File: src/rtl/regfile_write_scheduler_pkg.sv
// Shared types and constants for the register-file write scheduler.
// Widths, source IDs and the writeback-entry record.
package regfile_write_scheduler_pkg;

  localparam int ADDR_W_DEF = 5;
  localparam int DATA_W_DEF = 32;

  localparam logic SRC_ALU = 1'b0;
  localparam logic SRC_MEM = 1'b1;

  typedef struct packed {
    logic                  valid;
    logic [ADDR_W_DEF-1:0] addr;
    logic [DATA_W_DEF-1:0] data;
    logic                  age;
  } wb_entry_t;

endpackage

File: src/rtl/regfile_write_scheduler_if.sv
// Writeback request, register-file write and hazard-check bundle.
// The master side belongs to the producers, slave to the scheduler.
interface regfile_write_scheduler_if
  import regfile_write_scheduler_pkg::*;
#(
  parameter int ADDR_W = ADDR_W_DEF,
  parameter int DATA_W = DATA_W_DEF
);

  logic              alu_valid;
  logic [ADDR_W-1:0] alu_addr;
  logic [DATA_W-1:0] alu_data;
  logic              alu_ready;
  logic              mem_valid;
  logic [ADDR_W-1:0] mem_addr;
  logic [DATA_W-1:0] mem_data;
  logic              mem_ready;
  logic              rf_write_en;
  logic [ADDR_W-1:0] rf_write_address;
  logic [DATA_W-1:0] rf_write_data;
  logic [ADDR_W-1:0] rd_chk_addr_0;
  logic [ADDR_W-1:0] rd_chk_addr_1;
  logic              hazard_0;
  logic              hazard_1;
  logic              busy;

  modport master (
    output alu_valid, alu_addr, alu_data,
    output mem_valid, mem_addr, mem_data,
    output rd_chk_addr_0, rd_chk_addr_1,
    input  alu_ready, mem_ready,
    input  rf_write_en, rf_write_address,
    input  rf_write_data,
    input  hazard_0, hazard_1, busy
  );

  modport slave (
    input  alu_valid, alu_addr, alu_data,
    input  mem_valid, mem_addr, mem_data,
    input  rd_chk_addr_0, rd_chk_addr_1,
    output alu_ready, mem_ready,
    output rf_write_en, rf_write_address,
    output rf_write_data,
    output hazard_0, hazard_1, busy
  );

endinterface

File: src/rtl/wb_hold_slot.sv
// One-entry writeback holding register with ready and
// hazard address compare.
module wb_hold_slot #(
  parameter int ADDR_W          = 5,
  parameter int DATA_W          = 32,
  parameter bit ZERO_WRITE_DROP = 1'b0
) (
  input  logic              clk,
  input  logic              rst,
  input  logic              i_valid,
  input  logic [ADDR_W-1:0] i_addr,
  input  logic [DATA_W-1:0] i_data,
  input  logic              i_age,
  input  logic              i_grant,
  input  logic              i_other_grant,
  input  logic [ADDR_W-1:0] i_chk_addr_0,
  input  logic [ADDR_W-1:0] i_chk_addr_1,
  output logic              o_ready,
  output logic              o_held,
  output logic [ADDR_W-1:0] o_addr,
  output logic [DATA_W-1:0] o_data,
  output logic              o_age,
  output logic              o_hit_0,
  output logic              o_hit_1
);

  logic              r_valid;
  logic [ADDR_W-1:0] r_addr;
  logic [DATA_W-1:0] r_data;
  logic              r_age;
  logic              w_take;
  logic              w_live;

  assign w_take = i_valid & ~r_valid;

  always_ff @(posedge clk) begin
    if (rst) begin
      r_valid <= 1'b0;
      r_addr  <= '0;
      r_data  <= '0;
      r_age   <= 1'b0;
    end else if (w_take) begin
      r_valid <= 1'b1;
      r_addr  <= i_addr;
      r_data  <= i_data;
      r_age   <= i_age;
    end else begin
      if (i_grant)
        r_valid <= 1'b0;
      // once the other entry leaves, this one is oldest
      if (i_other_grant)
        r_age <= 1'b0;
    end
  end

  // dropped zero-address writes never reach the file
  assign w_live = r_valid &
    ~(ZERO_WRITE_DROP && (r_addr == '0));

  assign o_ready = ~r_valid;
  assign o_held  = r_valid;
  assign o_addr  = r_addr;
  assign o_data  = r_data;
  assign o_age   = r_age;
  assign o_hit_0 = w_live && (r_addr == i_chk_addr_0);
  assign o_hit_1 = w_live && (r_addr == i_chk_addr_1);

endmodule

File: src/rtl/regfile_write_scheduler.sv
// Shares the register-file write port between ALU and load
// writeback: round-robin, oldest-first on same address.
module regfile_write_scheduler
  import regfile_write_scheduler_pkg::*;
#(
  parameter int ADDR_W          = ADDR_W_DEF,
  parameter int DATA_W          = DATA_W_DEF,
  parameter bit ZERO_WRITE_DROP = 1'b0
) (
  input logic                      clk,
  input logic                      rst,
  regfile_write_scheduler_if.slave bus
);

  logic              w_alu_held, w_mem_held;
  logic              w_alu_age, w_mem_age;
  logic              w_alu_cap_age, w_mem_cap_age;
  logic              w_alu_take;
  logic              w_alu_hit_0, w_alu_hit_1;
  logic              w_mem_hit_0, w_mem_hit_1;
  logic [ADDR_W-1:0] w_alu_addr, w_mem_addr;
  logic [DATA_W-1:0] w_alu_data, w_mem_data;
  logic              w_gnt_alu, w_gnt_mem, w_gnt_any;
  logic              w_both_same, w_both_diff;
  logic              w_only_alu, w_only_mem;
  logic [ADDR_W-1:0] w_gnt_addr;
  logic [DATA_W-1:0] w_gnt_data;
  logic              w_drop, w_issue;

  logic              r_ptr;
  logic              r_out_valid;
  logic [ADDR_W-1:0] r_out_addr;
  logic [DATA_W-1:0] r_out_data;

  assign w_alu_take = bus.alu_valid & bus.alu_ready;

  // age=1 marks the younger entry; ALU wins same-edge ties
  assign w_alu_cap_age = w_mem_held & ~w_gnt_mem;
  assign w_mem_cap_age = (w_alu_held & ~w_gnt_alu)
                       | w_alu_take;

  wb_hold_slot #(
    .ADDR_W(ADDR_W), .DATA_W(DATA_W),
    .ZERO_WRITE_DROP(ZERO_WRITE_DROP)
  ) u_alu_slot (
    .clk(clk), .rst(rst),
    .i_valid(bus.alu_valid),
    .i_addr(bus.alu_addr),
    .i_data(bus.alu_data),
    .i_age(w_alu_cap_age),
    .i_grant(w_gnt_alu),
    .i_other_grant(w_gnt_mem),
    .i_chk_addr_0(bus.rd_chk_addr_0),
    .i_chk_addr_1(bus.rd_chk_addr_1),
    .o_ready(bus.alu_ready),
    .o_held(w_alu_held),
    .o_addr(w_alu_addr),
    .o_data(w_alu_data),
    .o_age(w_alu_age),
    .o_hit_0(w_alu_hit_0),
    .o_hit_1(w_alu_hit_1)
  );

  wb_hold_slot #(
    .ADDR_W(ADDR_W), .DATA_W(DATA_W),
    .ZERO_WRITE_DROP(ZERO_WRITE_DROP)
  ) u_mem_slot (
    .clk(clk), .rst(rst),
    .i_valid(bus.mem_valid),
    .i_addr(bus.mem_addr),
    .i_data(bus.mem_data),
    .i_age(w_mem_cap_age),
    .i_grant(w_gnt_mem),
    .i_other_grant(w_gnt_alu),
    .i_chk_addr_0(bus.rd_chk_addr_0),
    .i_chk_addr_1(bus.rd_chk_addr_1),
    .o_ready(bus.mem_ready),
    .o_held(w_mem_held),
    .o_addr(w_mem_addr),
    .o_data(w_mem_data),
    .o_age(w_mem_age),
    .o_hit_0(w_mem_hit_0),
    .o_hit_1(w_mem_hit_1)
  );

  assign w_both_same = w_alu_held & w_mem_held
                     & (w_alu_addr == w_mem_addr);
  assign w_both_diff = w_alu_held & w_mem_held
                     & (w_alu_addr != w_mem_addr);
  assign w_only_alu  = w_alu_held & ~w_mem_held;
  assign w_only_mem  = w_mem_held & ~w_alu_held;

  always_comb begin
    w_gnt_alu = 1'b0;
    w_gnt_mem = 1'b0;
    unique case (1'b1)
      w_both_same: begin
        w_gnt_alu = ~w_alu_age;
        w_gnt_mem = w_alu_age;
      end
      w_both_diff: begin
        w_gnt_alu = (r_ptr == SRC_ALU);
        w_gnt_mem = (r_ptr == SRC_MEM);
      end
      w_only_alu: w_gnt_alu = 1'b1;
      w_only_mem: w_gnt_mem = 1'b1;
      default: ;
    endcase
  end

  assign w_gnt_any  = w_gnt_alu | w_gnt_mem;
  assign w_gnt_addr = w_gnt_mem ? w_mem_addr : w_alu_addr;
  assign w_gnt_data = w_gnt_mem ? w_mem_data : w_alu_data;
  assign w_drop     = ZERO_WRITE_DROP && (w_gnt_addr == '0);
  assign w_issue    = w_gnt_any & ~w_drop;

  always_ff @(posedge clk) begin
    if (rst) begin
      r_ptr       <= SRC_ALU;
      r_out_valid <= 1'b0;
      r_out_addr  <= '0;
      r_out_data  <= '0;
    end else begin
      r_out_valid <= w_issue;
      if (w_issue) begin
        r_out_addr <= w_gnt_addr;
        r_out_data <= w_gnt_data;
      end
      if (w_gnt_any)
        r_ptr <= w_gnt_mem ? SRC_ALU : SRC_MEM;
    end
  end

  assign bus.rf_write_en      = r_out_valid;
  assign bus.rf_write_address = r_out_addr;
  assign bus.rf_write_data    = r_out_data;

  assign bus.hazard_0 = w_alu_hit_0 | w_mem_hit_0
    | (r_out_valid && (r_out_addr == bus.rd_chk_addr_0));
  assign bus.hazard_1 = w_alu_hit_1 | w_mem_hit_1
    | (r_out_valid && (r_out_addr == bus.rd_chk_addr_1));

  assign bus.busy = w_alu_held | w_mem_held | r_out_valid;

endmodule

File: src/flat_wrapper.sv
// flat-port wrapper written by rule: the top's interface ports become plain ports
module regfile_write_scheduler_flat import regfile_write_scheduler_pkg::*;
#(
  parameter int ADDR_W          = ADDR_W_DEF,
  parameter int DATA_W          = DATA_W_DEF,
  parameter bit ZERO_WRITE_DROP = 1'b0
)
  (clk, rst, bus_alu_valid, bus_alu_addr, bus_alu_data, bus_mem_valid, bus_mem_addr, bus_mem_data, bus_rd_chk_addr_0, bus_rd_chk_addr_1, bus_alu_ready, bus_mem_ready, bus_rf_write_en, bus_rf_write_address, bus_rf_write_data, bus_hazard_0, bus_hazard_1, bus_busy);
  regfile_write_scheduler_if #(.ADDR_W(ADDR_W), .DATA_W(DATA_W)) bus_i ();
  input logic clk;
  input logic rst;
  input wire logic [$bits(bus_i.alu_valid)-1:0] bus_alu_valid;
  input wire logic [$bits(bus_i.alu_addr)-1:0] bus_alu_addr;
  input wire logic [$bits(bus_i.alu_data)-1:0] bus_alu_data;
  input wire logic [$bits(bus_i.mem_valid)-1:0] bus_mem_valid;
  input wire logic [$bits(bus_i.mem_addr)-1:0] bus_mem_addr;
  input wire logic [$bits(bus_i.mem_data)-1:0] bus_mem_data;
  input wire logic [$bits(bus_i.rd_chk_addr_0)-1:0] bus_rd_chk_addr_0;
  input wire logic [$bits(bus_i.rd_chk_addr_1)-1:0] bus_rd_chk_addr_1;
  output wire logic [$bits(bus_i.alu_ready)-1:0] bus_alu_ready;
  output wire logic [$bits(bus_i.mem_ready)-1:0] bus_mem_ready;
  output wire logic [$bits(bus_i.rf_write_en)-1:0] bus_rf_write_en;
  output wire logic [$bits(bus_i.rf_write_address)-1:0] bus_rf_write_address;
  output wire logic [$bits(bus_i.rf_write_data)-1:0] bus_rf_write_data;
  output wire logic [$bits(bus_i.hazard_0)-1:0] bus_hazard_0;
  output wire logic [$bits(bus_i.hazard_1)-1:0] bus_hazard_1;
  output wire logic [$bits(bus_i.busy)-1:0] bus_busy;
  assign bus_i.alu_valid = bus_alu_valid;
  assign bus_i.alu_addr = bus_alu_addr;
  assign bus_i.alu_data = bus_alu_data;
  assign bus_i.mem_valid = bus_mem_valid;
  assign bus_i.mem_addr = bus_mem_addr;
  assign bus_i.mem_data = bus_mem_data;
  assign bus_i.rd_chk_addr_0 = bus_rd_chk_addr_0;
  assign bus_i.rd_chk_addr_1 = bus_rd_chk_addr_1;
  assign bus_alu_ready = bus_i.alu_ready;
  assign bus_mem_ready = bus_i.mem_ready;
  assign bus_rf_write_en = bus_i.rf_write_en;
  assign bus_rf_write_address = bus_i.rf_write_address;
  assign bus_rf_write_data = bus_i.rf_write_data;
  assign bus_hazard_0 = bus_i.hazard_0;
  assign bus_hazard_1 = bus_i.hazard_1;
  assign bus_busy = bus_i.busy;
  regfile_write_scheduler #(.ADDR_W(ADDR_W), .DATA_W(DATA_W), .ZERO_WRITE_DROP(ZERO_WRITE_DROP)) u_core (.clk(clk), .rst(rst), .bus(bus_i));
endmodule
File: config.mk
export PLATFORM = sky130hd
export DESIGN_NAME = regfile_write_scheduler_flat
export DESIGN_NICKNAME = d
export VERILOG_FILES = /design/src/rtl/regfile_write_scheduler_pkg.sv /design/src/rtl/regfile_write_scheduler_if.sv /design/src/rtl/wb_hold_slot.sv /design/src/rtl/regfile_write_scheduler.sv /design/src/flat_wrapper.sv
export SDC_FILE = /design/constraint.sdc
export NUM_CORES = 1
export LEC_CHECK = 0
export ABC_AREA = 1
export CAP_MARGIN = 10
export CORE_AREA = 2 2 105 107
export CTS_CLUSTER_DIAMETER = 50
export DETAILED_ROUTE_END_ITERATION = 16
export DIE_AREA = 0 0 107 109
export PLACE_DENSITY_LB_ADDON = 0.25
export SLEW_MARGIN = 20
export SYNTH_ARGS = -nofsm -noshare
export SYNTH_HDL_FRONTEND = slang
export SYNTH_SLANG_ARGS = --single-unit
File: constraint.sdc
create_clock -name clk -period 1.75 [get_ports clk]
set_input_delay 0.525 -clock clk [delete_from_list [all_inputs] [get_ports clk]]
set_output_delay 0.525 -clock clk [all_outputs]
set_load 0.03 [all_outputs]
**Word-level counts from Yosys, hierarchy flattened**

Index checks and enable logic that the tools add are counted.

- Word-level logic and storage cells: 58
- Input bits: 88
- Register bits: 116

- Bitwise gates (word level): 20
- Reduce and logical (&&, ||, !) cells: 9
- Multiplexer cells: 10
- Equal/unequal tests: 8

Operators by type and width:

| kind | count |
|---|---|
| $eq A5 B5 Y1 | 7 |
| $mux W32 | 1 |
| $and A1 B1 Y1 | 8 |
| $or A1 B1 Y1 | 7 |
| $logic_and A1 B1 Y1 | 6 |
| $mux W1 | 6 |
| $pmux W1 S3 | 2 |
| $reduce_bool A2 Y1 | 3 |
| $mux W5 | 1 |
| $ne A5 B5 Y1 | 1 |
| $not A1 Y1 | 5 |

**Depth between registers and ports, before layout**

Gate-level depths: netlist of the first run.

- Depth in word-level cells: 6
- Depth in mapped cells: 13
- Mapped depth without buffers: 11

**By module**

A second synthesis of the first run with hierarchy kept.

- Cell total of the unflattened synthesis: 839
- Area total of the unflattened synthesis: 5693.0 µm²

Modules (own cells, without submodules):

| module | cells each | sequential area each (µm²) | area an instance (µm²) | instances |
|---|---|---|---|---|
| wb_hold_slot | 220 | 780.7 | 1585.3 | 2 |
| regfile_write_scheduler | 399 | 780.7 | 2522.4 | 1 |

**Least setup slack after synthesis of the first run**

No wires, ideal clock.

- Path type: reg2out
- From: reg u_core.r_out_addr[1], in the netlist u_core.bus.rf_write_address[1]
- To: out bus_hazard_1
- Path buffers: 0
- Setup slack: -251 ps
- Arrival time: 1476 ps
- Stages on the path, launching flop included: 5
- Cells stage by stage: dfxtp_1 -> inv_1 -> a221oi_1 -> nand2_1 -> o211ai_1

- Cells in the longest elaborated chain, start to end: 3

RTL lines:

| item | RTL line | RTL |
|---|---|---|
| from (decl) | regfile_write_scheduler.sv:32 | `logic [ADDR_W-1:0] r_out_addr;` |
| from (signal assigned) | regfile_write_scheduler.sv:126 | `r_out_addr <= w_gnt_addr;` |
| $eq A5 B5 Y1 | regfile_write_scheduler.sv:141 | `\| (r_out_valid && (r_out_addr == bus.rd_chk_addr_1));` |
| $logic_and A1 B1 Y1 | regfile_write_scheduler.sv:141 |  |
| $or A1 B1 Y1 | regfile_write_scheduler.sv:141 |  |
| to (decl) | flat_wrapper.sv:26 | `output wire logic [$bits(bus_i.hazard_1)-1:0] bus_hazard_1;` |

Every way passes these cells.

**Worst setup path after layout of the first run**

Same ends and word-level chain as after synthesis.

==> summary.txt, run 1 <==
Finish
  – Final cell count without fillers: 1001
  – Highest-count cells in the layout ignoring fill and taps: sky130_fd_sc_hd__dfxtp_1 (103), sky130_fd_sc_hd__a21oi_1 (92), sky130_fd_sc_hd__nand2_1 (92), sky130_fd_sc_hd__clkdlybuf4s50_1 (78)
  – Number of nets at the end of the flow: 936
  – Area Growth Syn to Fin: 53.7%
  – Most common cell after layout, fill and taps aside: sky130_fd_sc_hd__dfxtp_1
  – Final core area utilization: 73.3%
  – FILL cells: between 700 and 800
  – Ratio of cells with drive above 1 in the final layout: 24.9%
  – Diodes inserted: 0

STA
  – Worst hold-check slack: roughly 0.45 ns
  – Final max-slew violation count: 0
  – Largest clock skew in the final design: 0.00753 ns
  – Final setup violating endpoints: 19
  – Worst-Margin Slew: 0.479 ns
  – Unrepaired setup endpoints after global routing: yes
  – Final Hold Fails: 0
  – Total negative slack for setup checks: -1.33 ns
  – Worst slew margin relative to its limit: about two thirds
  – Min Tclk post-route: ~2.3 ns
  – Smallest setup slack after layout: -0.518 ns
  – Upper clock frequency limit: 441 MHz
  – Share of the cycle needed by the critical path after routing: 130%

Job
  – Maximum capacitance violations: 0

Clock network
  – Total clock sinks: 116
  – Hold buffer count at CTS: 0
  – Number of H-tree levels: 4
  – Maximum buffer depth of the clock tree: 2
  – TritonCTS clock tree: built
  – Clock network latency to the later pin of the worst-skew pair: 0.51 ns
  – Number of buffers created by CTS: 17
  – CTS Root Buffer Type: sky130_fd_sc_hd__clkbuf_8
  – CTS clock-pin slew for the worst setup and hold paths: 0.06 ns

Routing
  – Violation count after the first detailed-route iteration: ~370
  – Total length of routed wires: between 15000 and 20000 microns
  – Detail-routed net length per standard cell: 16.6 microns
  – Average vias per placed instance: 5.49
  – Overall via count from detail_route: 5494
  – First-pass detailed-route iteration total: 6
  – Antenna-violating nets left: 0
  – Number of design rule violations left after detail routing: 0

Pwr
  – Cell internal power dissipation: between 5 and 6 mW
  – Leakage power: 3.12 nW
  – Power density cells: 1060 mW/mm^2
  – Fraction of power spent switching nets: 28.4%
  – Final Power: between 8 and 9 mW
  – Maximum vdd ir drop: 1040 uV
  – Sequential share of power: 36.7%
  – Portion of total power attributed to the clock network: 41.5%
  – Combinational Power Share: 21.8%
  – Switching power total: 2.33 mW

Yosys
  – Fraction of synthesized cell area taken by the top area cell type: between 40% and 50%
  – Yosys warns: 0
  – Net count after synthesis: just under 800
  – Cells after Synth: between 600 and 700
  – Unique masters post-synth: 24
  – Mean instance size in the synthesized netlist: 7.33 sq um
  – Dominant cells by area after synthesis: sky130_fd_sc_hd__dfxtp_1 (46%), sky130_fd_sc_hd__a21oi_1 (11%), sky130_fd_sc_hd__nand2_1 (7.6%), sky130_fd_sc_hd__o21ai_0 (7.5%), sky130_fd_sc_hd__inv_1 (6.0%)
  – Synth Register Bits: 116
  – Mapped Area: 0.00506 sq mm
  – Post-synthesis cell type with the largest combined area: sky130_fd_sc_hd__dfxtp_1
  – Sequential element share of the synthesized area: between 40 and 50%

Placed design
  – Routability congestion estimate: 0.942
  – HPWL after detailed placement: about 10000 microns
  – Count of buffers from port buffering: 130
  – Cells after DPL: 947

Worst setup path
  – Worst setup slack for register-to-register paths: -0.03 ns
  – Worst setup path start: u_core.bus.rf_write_address[1]$_SDFFE_PP0P_
  – Element type at the critical path end: primary output
  – Worst-path maximum fanout: 3
  – Reg2Reg Capture Point: u_core.bus.rf_write_address[4]$_SDFFE_PP0P_
  – Critical path class: flop to primary output
  – Critical path arrival: between 1.5 and 2 ns
  – Worst Path Required: ~1.2 ns
  – Startpoint types: flop
  – Number of cells traversed by the worst register-to-register path: 12
  – Critical register-to-register path startpoint: u_core.u_alu_slot.o_addr[2]$_SDFFE_PP0P_

GRT
  – Number of global-route vias before repair: 5226
  – Largest net degree at the start of global routing: 55
  – Overall overflow remaining after global route: 0
  – Wire length of the first global-routing pass: 24400 microns
  – Initial antenna violation count: 0
  – Total track usage: a little over a quarter

Floorplanning
  – Vert. Die Dim: 109 microns
  – Die Area: roughly 0.012 sq mm
  – IO Pins: 131
  – Starting density of the core: 47.7%
  – Placeable core region: 0.0106 sq mm
  – Width of the die: about 110 microns
  – Number of core rows: 38

Worst hold path
  – Source of the worst hold timing path: u_core.u_mem_slot.o_data[3]$_SDFFE_PP0P_
  – Number of cells on the worst hold path: 2
  – Worst Hold Endpoint: u_core.u_mem_slot.o_data[3]$_SDFFE_PP0P_
  – Tightest Hold Check Type: flop to flop

Status
  – Violations in the final reports: negative setup slack
  – Result of the run: finished with violations
## through the flow
step | worst slack (ns) | instance area [sq um]
2_1_floorplan | -0.239 | 5100
3_3_place_gp | -0.623 | 6680
3_5_place_dp | -0.725 | 6680
4_1_cts | -0.537 | 7390
5_1_grt | -0.595 | 7770
6_report | -0.518 | 7770
## flip-flops by register name, summed over array words and instances, names as in the netlist
name / cells
u_core.u_alu_slot.o_age: 1
u_core.bus.rf_write_en: 1
u_core.r_ptr: 1
u_core.bus.rf_write_data: 32
u_core.u_mem_slot.o_data: 32
u_core.u_alu_slot.o_held: 1
u_core.u_alu_slot.o_data: 32
u_core.u_mem_slot.o_held: 1
u_core.u_alu_slot.o_addr: 5
u_core.bus.rf_write_address: 5
u_core.u_mem_slot.o_addr: 5
## repair_timing
| action | 4_1_cts | 5_1_grt |
|---|---|---|
| hold endpoints to repair | 0 | 0 |
| gates resized for setup | 162 | 75 |
| setup endpoints to repair | 76 | 54 |
| buffers inserted | 6 | 11 |
| cloned | 0 | 6 |
| pin swaps | 6 | 19 |
## power groups by stage
stage | registers [mW] | clock network (mW) | logic (mW)
after floorplan | 3.20 | 0 | 0.750
after global placement | 3.05 | 0 | 1.54
after detailed placement | 3.05 | 0 | 1.58
after CTS | 3.00 | 3.43 | 1.60
after global routing | 3.03 | 3.59 | 1.92
final | 3.01 | 3.41 | 1.79
## routing by layer
metal,vias to the layer above,share of wire [%],global-route usage [%]
met1,2584,40,32.4
li1,2635,-,-
met4,0,2.4,10.3
met5,-,0,0
met3,35,7.3,7.65
met2,240,50,45.1
## cells in the mapped netlist, drive strengths merged
master,count
a2111oi,1
a21oi,109
a221oi,6
buf,9
clkbuf,40
clkinv,2
dfxtp,116
inv,83
nand2,102
nand3,11
nand4,39
nor2,41
nor3,1
o211ai,2
o21ai,110
o22ai,5
xnor2,7
xor2,6
## area by class of cell
class                   count  area, sq um  share of cell area (%)
repair buffers            187         1870                    24.1
inverters                  85          329                    4.23
flip-flops and latches    116         2350                    30.2
multi-input cells         441         2460                    31.7
clock inverters             9          128                    1.64
well taps                 140          175                    2.25
clock buffers              23          457                    5.87
## kinds of logic after synthesis
group / synth area share (%)
buffers and inverters: 10.7
AOI/OAI and AO/OA: 23.8
DFF: 45.9
xor gates and xnor gates: 2.25
and+or+nand+nor: 17.4
## worst max-delay path, stage by stage (launching register included)
cell                       delay, ns
sky130_fd_sc_hd__dfxtp_2        0.33
sky130_fd_sc_hd__inv_4          0.08
sky130_fd_sc_hd__buf_6          0.10
sky130_fd_sc_hd__o22ai_2        0.07
sky130_fd_sc_hd__a21oi_2        0.13
sky130_fd_sc_hd__o211ai_1       0.11
sky130_fd_sc_hd__o211ai_1       0.21
sky130_fd_sc_hd__buf_4          0.20
## worst max-delay path by stage
stage,to,cells past startpoint,slack [ns]
after global routing,bus_hazard_1,6,-0.59
final,bus_hazard_1,7,-0.52
after detailed placement,bus_hazard_0,8,-0.73
after CTS,bus_hazard_0,6,-0.54
after floorplan,bus_hazard_1,4,-0.24
after global placement,bus_hazard_0,8,-0.62
Power figures use the tool's default switching activity.
==> run 2, diff against run 1 <==
Settings changed: CAP_MARGIN 10 to default, SKIP_CTS_REPAIR_TIMING from default to 1.
==> summary.txt, run 2 (synthesis results as in run 1) <==
Status
  – Result of the run: finished with violations (unchanged)
  – Violations in the final reports: negative setup slack (unchanged)

STA
  – Worst slew margin relative to its limit: 71.3% (was 68.1%)
  – Share of the cycle needed by the critical path after routing: 128% (was 130%)
  – Total negative slack for setup checks: -2.20 ns (was -1.33 ns)
  – Min Tclk post-route: 2.24 ns (was 2.27 ns)
  – Final setup violating endpoints: 35 (was 19)
  – Final Hold Fails: 0 (unchanged)
  – Unrepaired setup endpoints after global routing: yes (unchanged)
  – Largest clock skew in the final design: 0.00878 ns (was 0.00753 ns)
  – Worst-Margin Slew: 0.431 ns (was 0.479 ns)
  – Smallest setup slack after layout: -0.491 ns (was -0.518 ns)
  – Upper clock frequency limit: 446 MHz (was 441 MHz)
  – Worst hold-check slack: 0.449 ns (was 0.450 ns)
  – Final max-slew violation count: 0 (unchanged)

Finish
  – Ratio of cells with drive above 1 in the final layout: 23.3% (was 24.9%)
  – Most common cell after layout, fill and taps aside: sky130_fd_sc_hd__dfxtp_1 (unchanged)
  – Final core area utilization: 74.7% (was 73.3%)
  – FF+latch area: 0.00236 sq mm (was 0.00235 sq mm)
  – FILL cells: 756 (was 789)
  – Area Growth Syn to Fin: 56.5% (was 53.7%)
  – Area of the multi-input gates: 0.00253 sq mm (was 0.00246 sq mm)
  – Final design instance area without fill: 0.00792 sq mm (was 0.00777 sq mm)
  – Number of nets at the end of the flow: 932 (was 936)
  – Highest-count cells in the layout ignoring fill and taps: sky130_fd_sc_hd__dfxtp_1 (101), sky130_fd_sc_hd__nand2_1 (90), sky130_fd_sc_hd__a21oi_1 (88), sky130_fd_sc_hd__clkdlybuf4s50_1 (78), sky130_fd_sc_hd__o21ai_0 (75) (was sky130_fd_sc_hd__dfxtp_1 (103), sky130_fd_sc_hd__a21oi_1 (92), sky130_fd_sc_hd__nand2_1 (92), sky130_fd_sc_hd__clkdlybuf4s50_1 (78))
  – Diodes inserted: 0 (unchanged)

Floorplanning
  – IO Pins: 131 (unchanged)
  – Starting density of the core: 47.7% (unchanged)
  – Placeable core region: 0.0106 sq mm (unchanged)
  – Number of core rows: 38 (unchanged)
  – Width of the die: 107 microns (unchanged)
  – Die Area: 0.0117 sq mm (unchanged)
  – Vert. Die Dim: 109 microns (unchanged)

Placed design
  – Routability congestion estimate: 0.942 (unchanged)
  – Area after DPL: 0.00668 sq mm (unchanged)
  – Dpl ws: -0.725 ns (unchanged)
  – HPWL after detailed placement: 9980 microns (unchanged)
  – Count of buffers from port buffering: 130 (unchanged)

Worst setup path
  – Critical path arrival: 1.72 ns (was 1.74 ns)
  – Element type at the critical path end: primary output (unchanged)
  – Startpoint types: flop (unchanged)
  – Worst Path Required: 1.22 ns (about the same)
  – Critical path class: flop to primary output (unchanged)
  – Worst-path maximum fanout: 5 (was 3)
  – Number of cells traversed by the worst register-to-register path: 11 (was 12)

Clock network
  – CTS Root Buffer Type: sky130_fd_sc_hd__clkbuf_8 (unchanged)
  – Maximum buffer depth of the clock tree: 2 (unchanged)
  – Clock network latency to the later pin of the worst-skew pair: 0.51 ns (about the same)
  – Number of H-tree levels: 4 (unchanged)
  – Total clock sinks: 116 (unchanged)
  – TritonCTS clock tree: built (unchanged)
  – CTS clock-pin slew for the worst setup and hold paths: 0.06 ns (about the same)
  – Number of buffers created by CTS: 17 (unchanged)

GRT
  – Number of global-route vias before repair: 5169 (was 5226)
  – Initial antenna violation count: 0 (unchanged)
  – Largest net degree at the start of global routing: 55 (unchanged)
  – Total track usage: 26.2% (was 26.7%)
  – Wire length of the first global-routing pass: 24000 microns (was 24400 microns)
  – Overall overflow remaining after global route: 0 (unchanged)

Routing
  – Violation count after the first detailed-route iteration: 361 (was 374)
  – Average vias per placed instance: 5.55 (was 5.49)
  – Total length of routed wires: 16500 microns (was 16600 microns)
  – Antenna-violating nets left: 0 (unchanged)
  – Overall via count from detail_route: 5538 (was 5494)
  – Number of design rule violations left after detail routing: 0 (unchanged)
  – Detail-routed net length per standard cell: 16.5 microns (was 16.6 microns)
  – First-pass detailed-route iteration total: 9 (was 6)

Worst hold path
  – Number of cells on the worst hold path: 2 (unchanged)
  – Tightest Hold Check Type: flop to flop (unchanged)

Pwr
  – Leakage power: 3.71 nW (was 3.12 nW)
  – Sequential share of power: 36.4% (was 36.7%)
  – Combinational Power Share: 22.3% (was 21.8%)
  – Portion of total power attributed to the clock network: 41.3% (was 41.5%)
  – Fraction of power spent switching nets: 28.5% (was 28.4%)
  – Maximum vdd ir drop: 1030 uV (was 1040 uV)
  – Switching power total: 2.36 mW (was 2.33 mW)
  – Power density cells: 1050 mW/mm^2 (was 1060 mW/mm^2)
  – Cell internal power dissipation: 5.92 mW (was 5.88 mW)

Job
  – Maximum capacitance violations: 0 (unchanged)
==> run 2: changes by cell type in the layout (fill, tap and decap cells not counted), sizes merged <==
cell           change
dlymetal6s2s      +42
clkdlybuf4s15     -25
dlygate4sd2        -8
clkbuf             -7
buf                -6
clkinv             -1
inv                +1
==> run 2: stage by stage <==
stage,power (mW),std cells
after detailed placement,4.63,947
after floorplan,3.95,690
after global placement,4.58,947
after global routing,8.61,997
after CTS,8.03,979
final,8.28,997
==> run 2: routing by layer <==
metal	vias to the layer above	global-route usage (%)	part of all wire (%)
li1	2626	-	-
met1	2611	31.9	40
met2	266	43.9	51
met3	35	7.47	7.3
met4	0	10.4	1.7
met5	-	0	0
==> run 2: area by class of cell <==
type                            instances  area share, %
Clock buffer                           23           5.77
Multi-Input combinational cell        441           32.0
Clock inverter                          9           1.61
Sequential cell                       116           29.8
Timing Repair Buffer                  183           24.5
Tap cell                              140           2.21
Inverter                               85           4.17
==> run 2: final timing paths <==
path | slack [ns] | endpoint | start
worst max-delay path | -0.49 | bus_hazard_0 | u_core.bus.rf_write_address[0]$_SDFFE_PP0P_
worst min-delay path | 0.45 | u_core.u_mem_slot.o_data[19]$_SDFFE_PP0P_ | u_core.u_mem_slot.o_data[19]$_SDFFE_PP0P_
worst min register to register | 0.45 | u_core.u_mem_slot.o_data[19]$_SDFFE_PP0P_ | u_core.u_mem_slot.o_data[19]$_SDFFE_PP0P_
worst max register to register | -0.08 | u_core.bus.rf_write_address[4]$_SDFFE_PP0P_ | u_core.u_mem_slot.o_addr[1]$_SDFFE_PP0P_
==> run 2: power groups by stage <==
stage	clock, mW	combinational, mW	sequential, mW
2_1_floorplan	0	0.750	3.20
3_3_place_gp	0	1.54	3.05
3_5_place_dp	0	1.58	3.05
4_1_cts	3.43	1.59	3.00
5_1_grt	3.60	1.98	3.04
6_report	3.42	1.85	3.01
==> run 2: worst max-delay path: stages, from the launching register on <==
cell and delay (ns):
sky130_fd_sc_hd__dfxtp_4 0.36, sky130_fd_sc_hd__nand2_2 0.06, sky130_fd_sc_hd__o21ai_2 0.05, sky130_fd_sc_hd__a2111oi_2 0.33, sky130_fd_sc_hd__nand3_1 0.17, sky130_fd_sc_hd__nand3_4 0.10
sky130_fd_sc_hd__buf_6 0.13
